===== config.mk =====
export PLATFORM = sky130hd
export DESIGN_NAME = serial_word_receiver
export DESIGN_NICKNAME = d
export VERILOG_FILES = /design/src/rtl/serial_word_receiver.sv
export SDC_FILE = /design/constraint.sdc
export NUM_CORES = 1
export LEC_CHECK = 0
export CAP_MARGIN = 40
export CORE_MARGIN = 10
export CORE_UTILIZATION = 53
export DETAILED_ROUTE_END_ITERATION = 7
export PLACE_DENSITY = 0.8
export SYNTH_ARGS = -nofsm -noshare
export SYNTH_HDL_FRONTEND = slang
export SYNTH_SLANG_ARGS = --single-unit

===== constraint.sdc =====
create_clock -name clk -period 3 [get_ports clk]
set_input_delay 0.3 -clock clk [delete_from_list [all_inputs] [get_ports clk]]
set_output_delay 0.3 -clock clk [all_outputs]
set_load 0.05 [all_outputs]

===== src/rtl/serial_word_receiver.sv =====
// -----------------------------------------------------------------------------
// serial_word_receiver
//
// Serial-in/parallel-out receiver for a framed bit stream:
//   start bit (0), WIDTH data bits (MSB- or LSB-first), [parity], stop bit (1).
// A correctly framed word is presented on p_out with a one-cycle p_valid
// strobe. A bad stop bit (or a bad parity bit) gives a one-cycle frame_err
// strobe instead, and p_out keeps its previous value.
//
// Optional feature macro: RX_PARITY_CHECK_EN
//   defined   : a parity bit follows the data bits. The data bits plus the
//               parity bit must have even parity.
//   undefined : there is no parity bit (frame = WIDTH+2 bits).
//
// Parameters:
//   WIDTH      data bits per frame (2..16)
//
// Ports:
//   clk        in   system clock, all logic on posedge
//   rst        in   synchronous reset, active-low
//   s_in       in   serial line, idles high
//   s_valid    in   bit strobe; s_in is sampled only when s_valid=1
//   lsb_first  in   0 = MSB-first, 1 = LSB-first; latched at the start bit
//   p_out      out  last correctly framed word
//   p_valid    out  one-cycle pulse, p_out updated this cycle
//   frame_err  out  one-cycle pulse, bad stop bit or bad parity
//   busy       out  high while a frame is in progress
// -----------------------------------------------------------------------------
module serial_word_receiver #(
  parameter int WIDTH = 4
) (
  input  logic             clk,
  input  logic             rst,
  input  logic             s_in,
  input  logic             s_valid,
  input  logic             lsb_first,
  output logic [WIDTH-1:0] p_out,
  output logic             p_valid,
  output logic             frame_err,
  output logic             busy
);

  localparam int CW = $clog2(WIDTH) + 1;
  localparam logic [CW-1:0] LAST_BIT = CW'(WIDTH - 1);

`ifdef RX_PARITY_CHECK_EN
  typedef enum logic [1:0] {
    IDLE   = 2'd0,
    DATA   = 2'd1,
    PARITY = 2'd2,
    STOP   = 2'd3
  } state_t;
`else
  typedef enum logic [1:0] {
    IDLE = 2'd0,
    DATA = 2'd1,
    STOP = 2'd3
  } state_t;
`endif

  state_t           state_q, state_d;
  logic [WIDTH-1:0] shreg_q, shreg_d;
  logic [CW-1:0]    cnt_q, cnt_d;
  logic             dir_q, dir_d;
  logic [WIDTH-1:0] p_out_q, p_out_d;
  logic             p_valid_q, p_valid_d;
  logic             frame_err_q, frame_err_d;
  logic             busy_q, busy_d;
  logic             par_err_s;

`ifdef RX_PARITY_CHECK_EN
  logic par_err_q, par_err_d;

  // Even parity over data plus parity bit: any XOR of 1 is a mismatch.
  function automatic logic parity_mismatch(input logic [WIDTH-1:0] data,
                                           input logic             par);
    parity_mismatch = (^data) ^ par;
  endfunction

  assign par_err_s = par_err_q;
`else
  assign par_err_s = 1'b0;
`endif

  // State and datapath registers with synchronous active-low reset.
  always_ff @(posedge clk) begin
    if (!rst) begin
      state_q     <= IDLE;
      shreg_q     <= '0;
      cnt_q       <= '0;
      dir_q       <= 1'b0;
      p_out_q     <= '0;
      p_valid_q   <= 1'b0;
      frame_err_q <= 1'b0;
      busy_q      <= 1'b0;
`ifdef RX_PARITY_CHECK_EN
      par_err_q   <= 1'b0;
`endif
    end else begin
      state_q     <= state_d;
      shreg_q     <= shreg_d;
      cnt_q       <= cnt_d;
      dir_q       <= dir_d;
      p_out_q     <= p_out_d;
      p_valid_q   <= p_valid_d;
      frame_err_q <= frame_err_d;
      busy_q      <= busy_d;
`ifdef RX_PARITY_CHECK_EN
      par_err_q   <= par_err_d;
`endif
    end
  end

  // Next-state and datapath logic; everything holds unless a bit is accepted,
  // except the strobes which default low every cycle.
  always_comb begin
    state_d     = state_q;
    shreg_d     = shreg_q;
    cnt_d       = cnt_q;
    dir_d       = dir_q;
    p_out_d     = p_out_q;
    p_valid_d   = 1'b0;
    frame_err_d = 1'b0;
    busy_d      = busy_q;
`ifdef RX_PARITY_CHECK_EN
    par_err_d   = par_err_q;
`endif

    if (s_valid) begin
      case (state_q)
        IDLE: begin
          if (!s_in) begin
            state_d = DATA;
            busy_d  = 1'b1;
            cnt_d   = '0;
            dir_d   = lsb_first;
`ifdef RX_PARITY_CHECK_EN
            par_err_d = 1'b0;
`endif
          end else begin
            state_d = IDLE;
          end
        end

        DATA: begin
          if (dir_q) begin
            shreg_d = {s_in, shreg_q[WIDTH-1:1]};
          end else begin
            shreg_d = {shreg_q[WIDTH-2:0], s_in};
          end
          cnt_d = cnt_q + CW'(1);
          if (cnt_q == LAST_BIT) begin
`ifdef RX_PARITY_CHECK_EN
            state_d = PARITY;
`else
            state_d = STOP;
`endif
          end else begin
            state_d = DATA;
          end
        end

`ifdef RX_PARITY_CHECK_EN
        PARITY: begin
          par_err_d = parity_mismatch(shreg_q, s_in);
          state_d   = STOP;
        end
`endif

        STOP: begin
          state_d = IDLE;
          busy_d  = 1'b0;
          // A parity failure still consumes the stop bit, then reports error.
          if (s_in && !par_err_s) begin
            p_out_d   = shreg_q;
            p_valid_d = 1'b1;
          end else begin
            frame_err_d = 1'b1;
          end
        end

        default: begin
          state_d = IDLE;
          busy_d  = 1'b0;
        end
      endcase
    end else begin
      state_d = state_q;
    end
  end

  assign p_out     = p_out_q;
  assign p_valid   = p_valid_q;
  assign frame_err = frame_err_q;
  assign busy      = busy_q;

endmodule

# After elaboration in Yosys (flattened, before gate mapping)
# Cells that the tools add are included.
# word_totals
reg_bits	17
in_bits	5
output_inout_bits	7
# op_classes
addsub	1
eq_ne	4
mux	10
bitwise_logic	2
n_reduce_logical	8
# ops
op	count
$reduce_and A3 Y1	5
$pmux W3 S2	1
$mux W1	4
$mux W4	1
$pmux W2 S2	1
$add A3 B1 Y3 const B	1
$eq A3 B2 Y1 const B	1
$mux W3	1
$eq A2 B1 Y1 const B	1
$eq A2 B2 Y1 const B	1
$logic_not A2 Y1	1
$mux W2	1
$ne A2 B2 Y1 const B	1
$not A1 Y1	2
$pmux W1 S2	1
$reduce_and A2 Y1	1
$reduce_bool A2 Y1	1

# Logic depth before layout (Yosys ltp)
# Gate-level depths: netlist of run 1.
# depth
depth_word	3
mapped_depth	4
mapped_depth_nobuf	4

# Worst setup path before layout of run 1
# Ideal clock, no wire load.
# synth_path
path_type	register -> register
from	register cnt_q[0]
to	register cnt_q[2]
setup_ps	70
arrival_ps	1348
required_ps	2930
setup_slack_ps	1582
path_stages_with_launch	5
period_less_slack_ps	1418
cell_sequence	dfxtp_1 > ha_1 > ha_1 > or4b_1 > a21oi_1
# synth_between
elab_chain_cells	2
# synth_lines
element	line_no	source
start: declaration	63	logic [CW-1:0] cnt_q, cnt_d;
start signal: assignment	102	cnt_q <= cnt_d;
$add A3 B1 Y3	151	cnt_d = cnt_q + CW'(1);
$pmux W3 S2	130	case (state_q)
# Every way passes these cells.
# A chain may end at the register's enable or synchronous reset.

# Worst setup path in the final report of run 1
# layout_path
from	register busy_q (netlist: busy)
to	output port busy
# layout_lines
element	line_no	source
start: declaration	68	logic busy_q, busy_d;
start signal: assignment	107	busy_q <= busy_d;
end: declaration	40	output logic busy
# No word-level cell between the ends.

==> results of run 1 <==
[synth_stat cells]
| master | count | area, um^2 |
|---|---|---|
| buf_1 | 1 | 3.75 |
| clkbuf_1 | 2 | 7.51 |
| nand4_1 | 1 | 6.26 |
| nand2b_1 | 1 | 6.26 |
| o21ai_0 | 8 | 40.0 |
| nor2b_1 | 3 | 18.8 |
| o21ai_1 | 4 | 20.0 |
| buf_4 | 1 | 7.51 |
| ha_1 | 2 | 25.0 |
| nand2b_4 | 1 | 13.8 |
| nor4b_1 | 2 | 17.5 |
| or3_1 | 1 | 6.26 |
| or4b_1 | 2 | 20.0 |
| inv_1 | 1 | 3.75 |
| nand2_1 | 6 | 22.5 |
| inv_2 | 1 | 3.75 |
| dfxtp_1 | 17 | 340 |
| mux2i_1 | 4 | 40.0 |
| nand4b_1 | 2 | 17.5 |
| buf_6 | 1 | 11.3 |
| a21oi_1 | 5 | 25.0 |
| o211ai_1 | 4 | 30.0 |
| nand3_1 | 5 | 25.0 |
| o21a_1 | 2 | 15.0 |
| nor2_1 | 1 | 3.75 |
[power groups by stage]
stage	Combinational [uW]	Sequential (uW)	Clock [uW]
3_3_place_gp	29.7	239	0
4_1_cts	30.4	234	125
6_report	30.2	234	122
5_1_grt	33.1	235	134
2_1_floorplan	20.9	239	0
3_5_place_dp	30.3	239	0
[metrics by stage]
| stage | total power, uW | worst slack (ns) |
|---|---|---|
| after floorplan | 260 | 1.58 |
| after global placement | 269 | 1.15 |
| after detailed placement | 270 | 1.11 |
| after CTS | 389 | 1.24 |
| after global routing | 402 | 1.19 |
| final | 386 | 1.26 |
[layout make-up]
| type | instances | area share (%) |
|---|---|---|
| inverters | 2 | 0.876 |
| well taps | 15 | 2.19 |
| flip-flops and latches | 17 | 39.7 |
| clock buffers | 3 | 2.63 |
| repair buffers | 11 | 12.8 |
| multi-input cells | 54 | 41.2 |
| clock inverters | 1 | 0.584 |
[state kept, by name, indices dropped and copies added (netlist names)]
| name | count |
|---|---|
| state_q | 2 |
| shreg_q | 4 |
| dir_q | 1 |
| p_out | 4 |
| cnt_q | 3 |
| busy | 1 |
| p_valid | 1 |
| frame_err | 1 |
[cells by family after synthesis]
family	Yosys count	synth area share, %
simple gates	25	21.6
compound gates	23	17.8
flops	17	46.6
buf+inv	7	5.14
mux	4	5.48
fa+ha+maj	2	3.42
[how the worst min path moves through the flow]
stage | from | endpoint | cells past startpoint
final | p_out[1] | p_out[1] | 2
after global routing | p_out[2] | p_out[2] | 2
after CTS | p_out[1] | p_out[1] | 2
after detailed placement | p_out[1] | p_out[1] | 2
after global placement | p_out[1] | p_out[1] | 2
after floorplan | s_in | frame_err | 1
[routing by layer]
| layer | wire [um] | vias up |
|---|---|---|
| met5 | 0 | - |
| met4 | 47 | 0 |
| met3 | 98 | 4 |
| met2 | 545 | 11 |
| met1 | 643 | 250 |
| li1 | - | 304 |
==> impl_metrics.json, run 1 <==
{
  "status": "finished, final reports clean",
  "fillers": 120,
  "num_rows": 13,
  "hold_viol": 0,
  "cts.clk_slew.worst_paths_ns": 0.10,
  "fin_tns_setup_ns": 0,
  "multiInputGateArea_um2": 353,
  "slew_headroom_pct": 66.4,
  "worst_hold_slack_ns": 0.474,
  "die_w_um": 57.1,
  "endpoint": "busy",
  "tightest_slew_ns": 0.502,
  "cts_setup_buffers": 0,
  "max-cap-violations": 0,
  "fin_area_um2": 857,
  "cts_inserted_buffers": 3,
  "grt_pass1_vias": 533,
  "cp-startpoint": "busy",
  "cts_tree": "yes",
  "layout_common_cells": "dfxtp_1, clkdlybuf4s50_1, o21ai_0",
  "path_depth": 1,
  "syn-num-nets": 85,
  "ys_types": 25,
  "endpoint_kind": "primary output",
  "slowest_delay_ns": 0.81,
  "clk_path_buf_depth": 2,
  "reg2reg_to": "cnt_q[2]",
  "antenna_left": 0,
  "p_comb_share_pct": 7.8,
  "grt_first_pass_wirelength_um": 2310,
  "cp.required_ns": 2.70,
  "cts_root_buf": "clkbuf_4",
  "h-tree-depth": 1,
  "switchingPower_uw": 93.7,
  "reg2reg_slack_ns": 1.50,
  "drive_gt1_share_pct": 6.82,
  "insertion_delay_ns": 0.29,
  "crit_arrival_ns": 1.44,
  "grt.total_usage_pct": 8.78,
  "r2r_start": "cnt_q[0]",
  "busiest_layer": "met2",
  "die_area_mm2": 0.00326,
  "port_buffers": 11,
  "yosysSeqAreaShare_pct": 46.6,
  "use_met3_pct": 3.76,
  "final_common_cell": "dfxtp_1",
  "setup_viol": 0,
  "clockPowerShare_pct": 31.5,
  "critPathLaunchType": "flop",
  "grt_start_max_net_pins": 16,
  "maxSlewViolCount": 0,
  "dr.pass1.iters": 4,
  "crit_family": "buffers and inverters",
  "drc": 0,
  "drt-wirelength-per-cell_um": 13.0,
  "routed_wl_um": 1330,
  "fin_crit_sh_pct": 58.1,
  "finalClockSkew_ns": 0.00112,
  "place.gp.congestion": 0.764,
  "seqCellArea_um2": 340,
  "utilization_pct": 65.9,
  "synthCells": 78,
  "antenna_found_initial": 0,
  "dpl_cell_area_um2": 830,
  "stdcell_count": 103,
  "grt_setup_unrepaired": "false",
  "nNetsFinal": 96,
  "period_needed_ns": 1.74,
  "p_int_uw": 292,
  "ys_ff_latch": 17,
  "grt-ovfl-total": 0,
  "drt_iter0_markers": 12,
  "via_per_inst": 5.52,
  "use_met2_pct": 11.8,
  "p_per_area_mw_per_mm2": 450,
  "clock_sinks": 17,
  "place_inst": 99,
  "syn2layout_area_growth_pct": 17.3,
  "synth_area_um2": 731,
  "clock.fmax_ghz": 0.574,
  "dpl.hpwl_um": 975,
  "synth_warnings": 0,
  "hp-class": "flop to flop",
  "worstPathCellList": "clkdlybuf4s50_1",
  "worstSetupPathType": "flop to primary output",
  "antenna_cells": 0,
  "critPathBufInv": 1,
  "cp_slowest_cell": "clkdlybuf4s50_1",
  "hold_buffers": 0,
  "ff2ff_path_depth": 4,
  "peakVddDrop_v": 0.000391,
  "io_pins": 12,
  "vias": 569,
  "core_area_mm2": 0.00130,
  "seq_power_share_pct": 60.7,
  "p_sw_share_pct": 24.3,
  "p_leak_uw": 0.000277,
  "die_h_um": 57.1,
  "post_cts_resized": 0,
  "met1_usage_pct": 10.2,
  "synth_area_per_cell_um2": 9.37,
  "crit_fanout": 2,
  "start_util_pct": 56.2
}
(Power assumes the default switching activity.)
==> inputs of run 2 (changes only) <==
--- a/config.mk
+++ b/config.mk
@@ -7,9 +7,9 @@
 export LEC_CHECK = 0
 export CAP_MARGIN = 40
 export CORE_MARGIN = 10
-export CORE_UTILIZATION = 53
+export CORE_UTILIZATION = 45
 export DETAILED_ROUTE_END_ITERATION = 7
-export PLACE_DENSITY = 0.8
+export PLACE_DENSITY = 0.73
 export SYNTH_ARGS = -nofsm -noshare
 export SYNTH_HDL_FRONTEND = slang
 export SYNTH_SLANG_ARGS = --single-unit
==> constraint.sdc (replaced) <==
create_clock -name clk -period 1.6 [get_ports clk]
set_input_delay 0.16 -clock clk [delete_from_list [all_inputs] [get_ports clk]]
set_output_delay 0.16 -clock clk [all_outputs]
set_load 0.05 [all_outputs]
==> run 2 against run 1 <==
Net effect:
- critical endpoint is now cnt_q[2]
- clock power increased by 86%
- non-clock buffer count increased by 5
- combinational power increased by 110%
- clock skew about the same
==> impl_metrics.json, run 2 (synthesis results as in run 1) <==
{
  "status": "finished, final reports clean",
  "cts_root_buf": "clkbuf_4",
  "fin_tns_setup_ns": 0,
  "h-tree-depth": 1,
  "grt.total_usage_pct": 8.96,
  "drt_iter0_markers": 13,
  "setup_viol": 0,
  "drc": 0,
  "antenna_cells": 0,
  "maxSlewViolCount": 0,
  "cp-startpoint": "cnt_q[0]",
  "endpoint_kind": "flop",
  "cts_setup_buffers": 0,
  "max-cap-violations": 0,
  "place.gp.congestion": 0.740,
  "core_area_mm2": 0.00152,
  "hp-class": "primary input to flop",
  "antenna_left": 0,
  "layout_common_cells": "dfxtp_1, buf_4, o21ai_0",
  "clock_sinks": 17,
  "crit_fanout": 3,
  "hold_buffers": 0,
  "die_area_mm2": 0.00364,
  "p_per_area_mw_per_mm2": 832,
  "hold_viol": 0,
  "dpl.hpwl_um": 994,
  "insertion_delay_ns": 0.28,
  "grt_first_pass_wirelength_um": 2530,
  "grt_setup_unrepaired": "false",
  "slew_headroom_pct": 73.7,
  "port_buffers": 11,
  "peakVddDrop_v": 0.000482,
  "p_leak_uw": 0.000311,
  "die_w_um": 60.3,
  "start_util_pct": 47.9,
  "dr.pass1.iters": 4,
  "antenna_found_initial": 0,
  "drt-wirelength-per-cell_um": 12.6,
  "clk_path_buf_depth": 2,
  "finalClockSkew_ns": 0.000733,
  "routed_wl_um": 1380,
  "grt_start_max_net_pins": 16,
  "cts.clk_slew.worst_paths_ns": 0.09,
  "grt-ovfl-total": 0,
  "grt_pass1_vias": 587,
  "cts_tree": "yes",
  "power_uw": 730,
  "clock.fmax_ghz": 0.664,
  "post_cts_resized": 0,
  "worstSetupPathType": "flop to flop",
  "tightest_slew_ns": 0.393,
  "num_rows": 14,
  "cts_inserted_buffers": 3,
  "syn2layout_area_growth_pct": 20.0,
  "worstHoldStart": "lsb_first",
  "critPathLaunchType": "flop",
  "final_common_cell": "dfxtp_1",
  "nNetsFinal": 101,
  "cp.required_ns": 1.82,
  "crit_arrival_ns": 1.73,
  "vias": 596,
  "via_per_inst": 5.47,
  "fin_crit_sh_pct": 94.2,
  "r2r_start": "cnt_q[0]",
  "io_pins": 12,
  "die_h_um": 60.3,
  "period_needed_ns": 1.51,
  "drive_gt1_share_pct": 18.3
}
==> run 2: cell types whose count changed in the layout (fill, tap and decap cells not counted) <==
cell,change
buf_4,+12
clkdlybuf4s50_1,-7
clkbuf_1,+1
clkinv_2,-1
==> run 2: final timing paths <==
kind                    to  slack (ns)  depth (start not counted)
setup / recovery  cnt_q[2]        0.09                          4
hold / removal       dir_q        0.45                          3
setup reg to reg  cnt_q[2]        0.09                          4
hold reg to reg   p_out[1]        0.47                          2
==> run 2: power by group <==
part / leakage, uW / internal (uW) / switching (uW)
registers: 0.000138 / 430 / 9.07
logic: 0.000159 / 30.5 / 33.1
clock network: 0.0000150 / 96.8 / 130
total: 0.000311 / 557 / 172
==> run 2: layer usage <==
metal  share of wire (%)  wire, um  global-route usage [%]  up-vias
li1                    -         -                       -      311
met1                  47       650                    10.4      269
met2                  43       595                    13.1       14
met3                 8.3       114                    3.81        2
met4                 1.0        14                    5.77        0
met5                   0         0                       0        -
==> run 2: final cells by class <==
type	instances	area [um^2]
fill	138	647
multi-input combinational	54	353
sequential	17	340
timing repair buffer	16	130
clock buffer	4	26.3
tap	16	20.0
inverter	2	7.51
==> run 2: stage by stage <==
step | setup WS [ns] | instances | utilization, % | cell area [um^2] | hold slack (ns)
after global routing | 0.0443 | 109 | 57.6 | 877 | 0.454
after detailed placement | 0.0259 | 105 | 55.8 | 851 | 0.465
final | 0.0929 | 109 | 57.6 | 877 | 0.447
after global placement | 0.0588 | 105 | 55.8 | 851 | 0.454
after floorplan | 0.182 | 78 | - | 731 | 0.237
after CTS | 0.0934 | 109 | 57.6 | 877 | 0.448
==> run 2: worst max-delay path, cell delays in order (launching register included) <==
cell	delay [ns]
dfxtp_1	0.34
ha_1	0.21
ha_1	0.26
or4b_1	0.50
a21oi_1	0.14
==> inputs of run 3 (changes only) <==
--- a/config.mk
+++ b/config.mk
@@ -6,10 +6,11 @@
 export NUM_CORES = 1
 export LEC_CHECK = 0
 export CAP_MARGIN = 40
+export CORE_ASPECT_RATIO = 0.7
 export CORE_MARGIN = 10
-export CORE_UTILIZATION = 45
+export CORE_UTILIZATION = 35
 export DETAILED_ROUTE_END_ITERATION = 7
-export PLACE_DENSITY = 0.73
+export PLACE_DENSITY = 0.59
 export SYNTH_ARGS = -nofsm -noshare
 export SYNTH_HDL_FRONTEND = slang
 export SYNTH_SLANG_ARGS = --single-unit
==> run 3 against run 2 <==
Net effect:
- sequential share of layout area is 0.97 points lower
- clock power hardly changed
- combinational power is 8.6% higher
- non-clock buffer count is 2 higher
- clock-buffer cell count stayed put
- highest routed layer unchanged
- fmax is 1.3% higher
- flip-flop and latch count stayed put
- via count is 0.50% higher
==> impl_metrics.json, run 3 (synthesis results as in run 1) <==
{
  "die_w_um": 74.6,
  "clock_sinks": 17,
  "slew_headroom_pct": 70.5,
  "critPathLaunchType": "flop",
  "worstHoldStart": "lsb_first",
  "crit_fanout": 3,
  "r2r_start": "cnt_q[0]",
  "cts_inserted_buffers": 3,
  "reg2reg_to": "cnt_q[2]",
  "min_to": "dir_q",
  "hold_buffers": 0,
  "num_rows": 13,
  "drc": 0,
  "via_per_inst": 5.12,
  "vias": 599,
  "cts_setup_buffers": 0,
  "grt_first_pass_wirelength_um": 2860,
  "h-tree-depth": 1,
  "fin_crit_sh_pct": 93.0,
  "grt_setup_unrepaired": "false",
  "fin_tns_setup_ns": 0,
  "drt-wirelength-per-cell_um": 13.7,
  "finalClockSkew_ns": 0.00524,
  "antenna_cells": 0,
  "stdcell_count": 117,
  "endpoint_kind": "flop",
  "antenna_left": 0,
  "dpl.hpwl_um": 1180,
  "drive_gt1_share_pct": 20.0,
  "cts_root_buf": "clkbuf_4",
  "core_area_mm2": 0.00192,
  "reg2reg_slack_ns": 0.11,
  "cp.required_ns": 1.83,
  "place_inst": 113,
  "ff2ff_path_depth": 4,
  "post_cts_resized": 0,
  "insertion_delay_ns": 0.29,
  "io_pins": 12,
  "maxSlewViolCount": 0,
  "clock.fmax_ghz": 0.672,
  "drt_iter0_markers": 37,
  "min_path_cells": 3,
  "die_area_mm2": 0.00434,
  "period_needed_ns": 1.49,
  "p_leak_uw": 0.000321,
  "power_uw": 735,
  "antenna_found_initial": 0,
  "syn2layout_area_growth_pct": 23.1,
  "setup_viol": 0,
  "start_util_pct": 38.1,
  "grt_pass1_vias": 589,
  "hp-class": "primary input to flop",
  "worst_hold_slack_ns": 0.449,
  "dr.pass1.iters": 4,
  "cts.clk_slew.worst_paths_ns": 0.10,
  "fillers": 202,
  "tightest_slew_ns": 0.442,
  "max-cap-violations": 0,
  "clk_path_buf_depth": 2,
  "place.gp.congestion": 0.752,
  "crit_arrival_ns": 1.72,
  "grt.total_usage_pct": 8.70,
  "die_h_um": 58.2,
  "worstSetupPathType": "flop to flop",
  "port_buffers": 11,
  "routed_wl_um": 1600,
  "status": "finished, final reports clean",
  "peakVddDrop_v": 0.000449,
  "p_per_area_mw_per_mm2": 817,
  "final_common_cell": "dfxtp_1",
  "grt-ovfl-total": 0,
  "grt_start_max_net_pins": 16,
  "hold_viol": 0,
  "cts_tree": "yes",
  "layout_common_cells": "dfxtp_1, buf_4, o21ai_0",
  "nNetsFinal": 103
}
## run 3: changes by cell type in the layout (fill, tap and decap cells not counted)
cell   before  now
buf_4      12   14
## run 3: how the worst max path moves through the flow
stage | from | to | slack (ns) | cells after the start
after floorplan | cnt_q[0] | cnt_q[2] | 0.18 | 4
after global placement | s_valid | cnt_q[2] | 0.09 | 4
after detailed placement | s_valid | cnt_q[0] | 0.07 | 4
after CTS | cnt_q[0] | cnt_q[2] | 0.11 | 4
after global routing | cnt_q[0] | cnt_q[2] | 0.04 | 4
final | cnt_q[0] | cnt_q[2] | 0.11 | 4
## run 3: layout make-up
cell class | instances | area (um^2) | area share, %
Multi-Input combinational cell | 54 | 353 | 39.2
Tap cell | 22 | 27.5 | 3.06
Inverter | 2 | 7.51 | 0.834
Timing Repair Buffer | 18 | 145 | 16.1
Clock buffer | 4 | 26.3 | 2.92
Sequential cell | 17 | 340 | 37.8
## run 3: per-layer routing
metal	up-vias	track usage [%]	wire length, um
met2	14	11.8	647
met1	267	11.0	815
met3	2	5.10	122
met5	-	0	0
li1	316	-	-
met4	0	3.23	19
## run 3: power by group
| part | switching, uW | total [uW] | internal [uW] | leakage [uW] |
|---|---|---|---|---|
| sequential | 9.84 | 440 | 430 | 0.000138 |
| combinational | 35.3 | 69.1 | 33.8 | 0.000169 |
| clock | 129 | 226 | 96.9 | 0.0000150 |
## run 3: stage by stage
step,cell area [um^2],util [%],setup WS (ns)
final,900,46.9,0.112
after global routing,900,46.9,0.0428
after CTS,900,46.9,0.110
after detailed placement,873,45.5,0.0705
after global placement,873,45.5,0.0894
after floorplan,731,-,0.182
## run 3: worst max-delay path, cell delays in order (launching register included)
cell     delay [ns]
dfxtp_1        0.34
ha_1           0.20
ha_1           0.26
or4b_1         0.50
a21oi_1        0.14
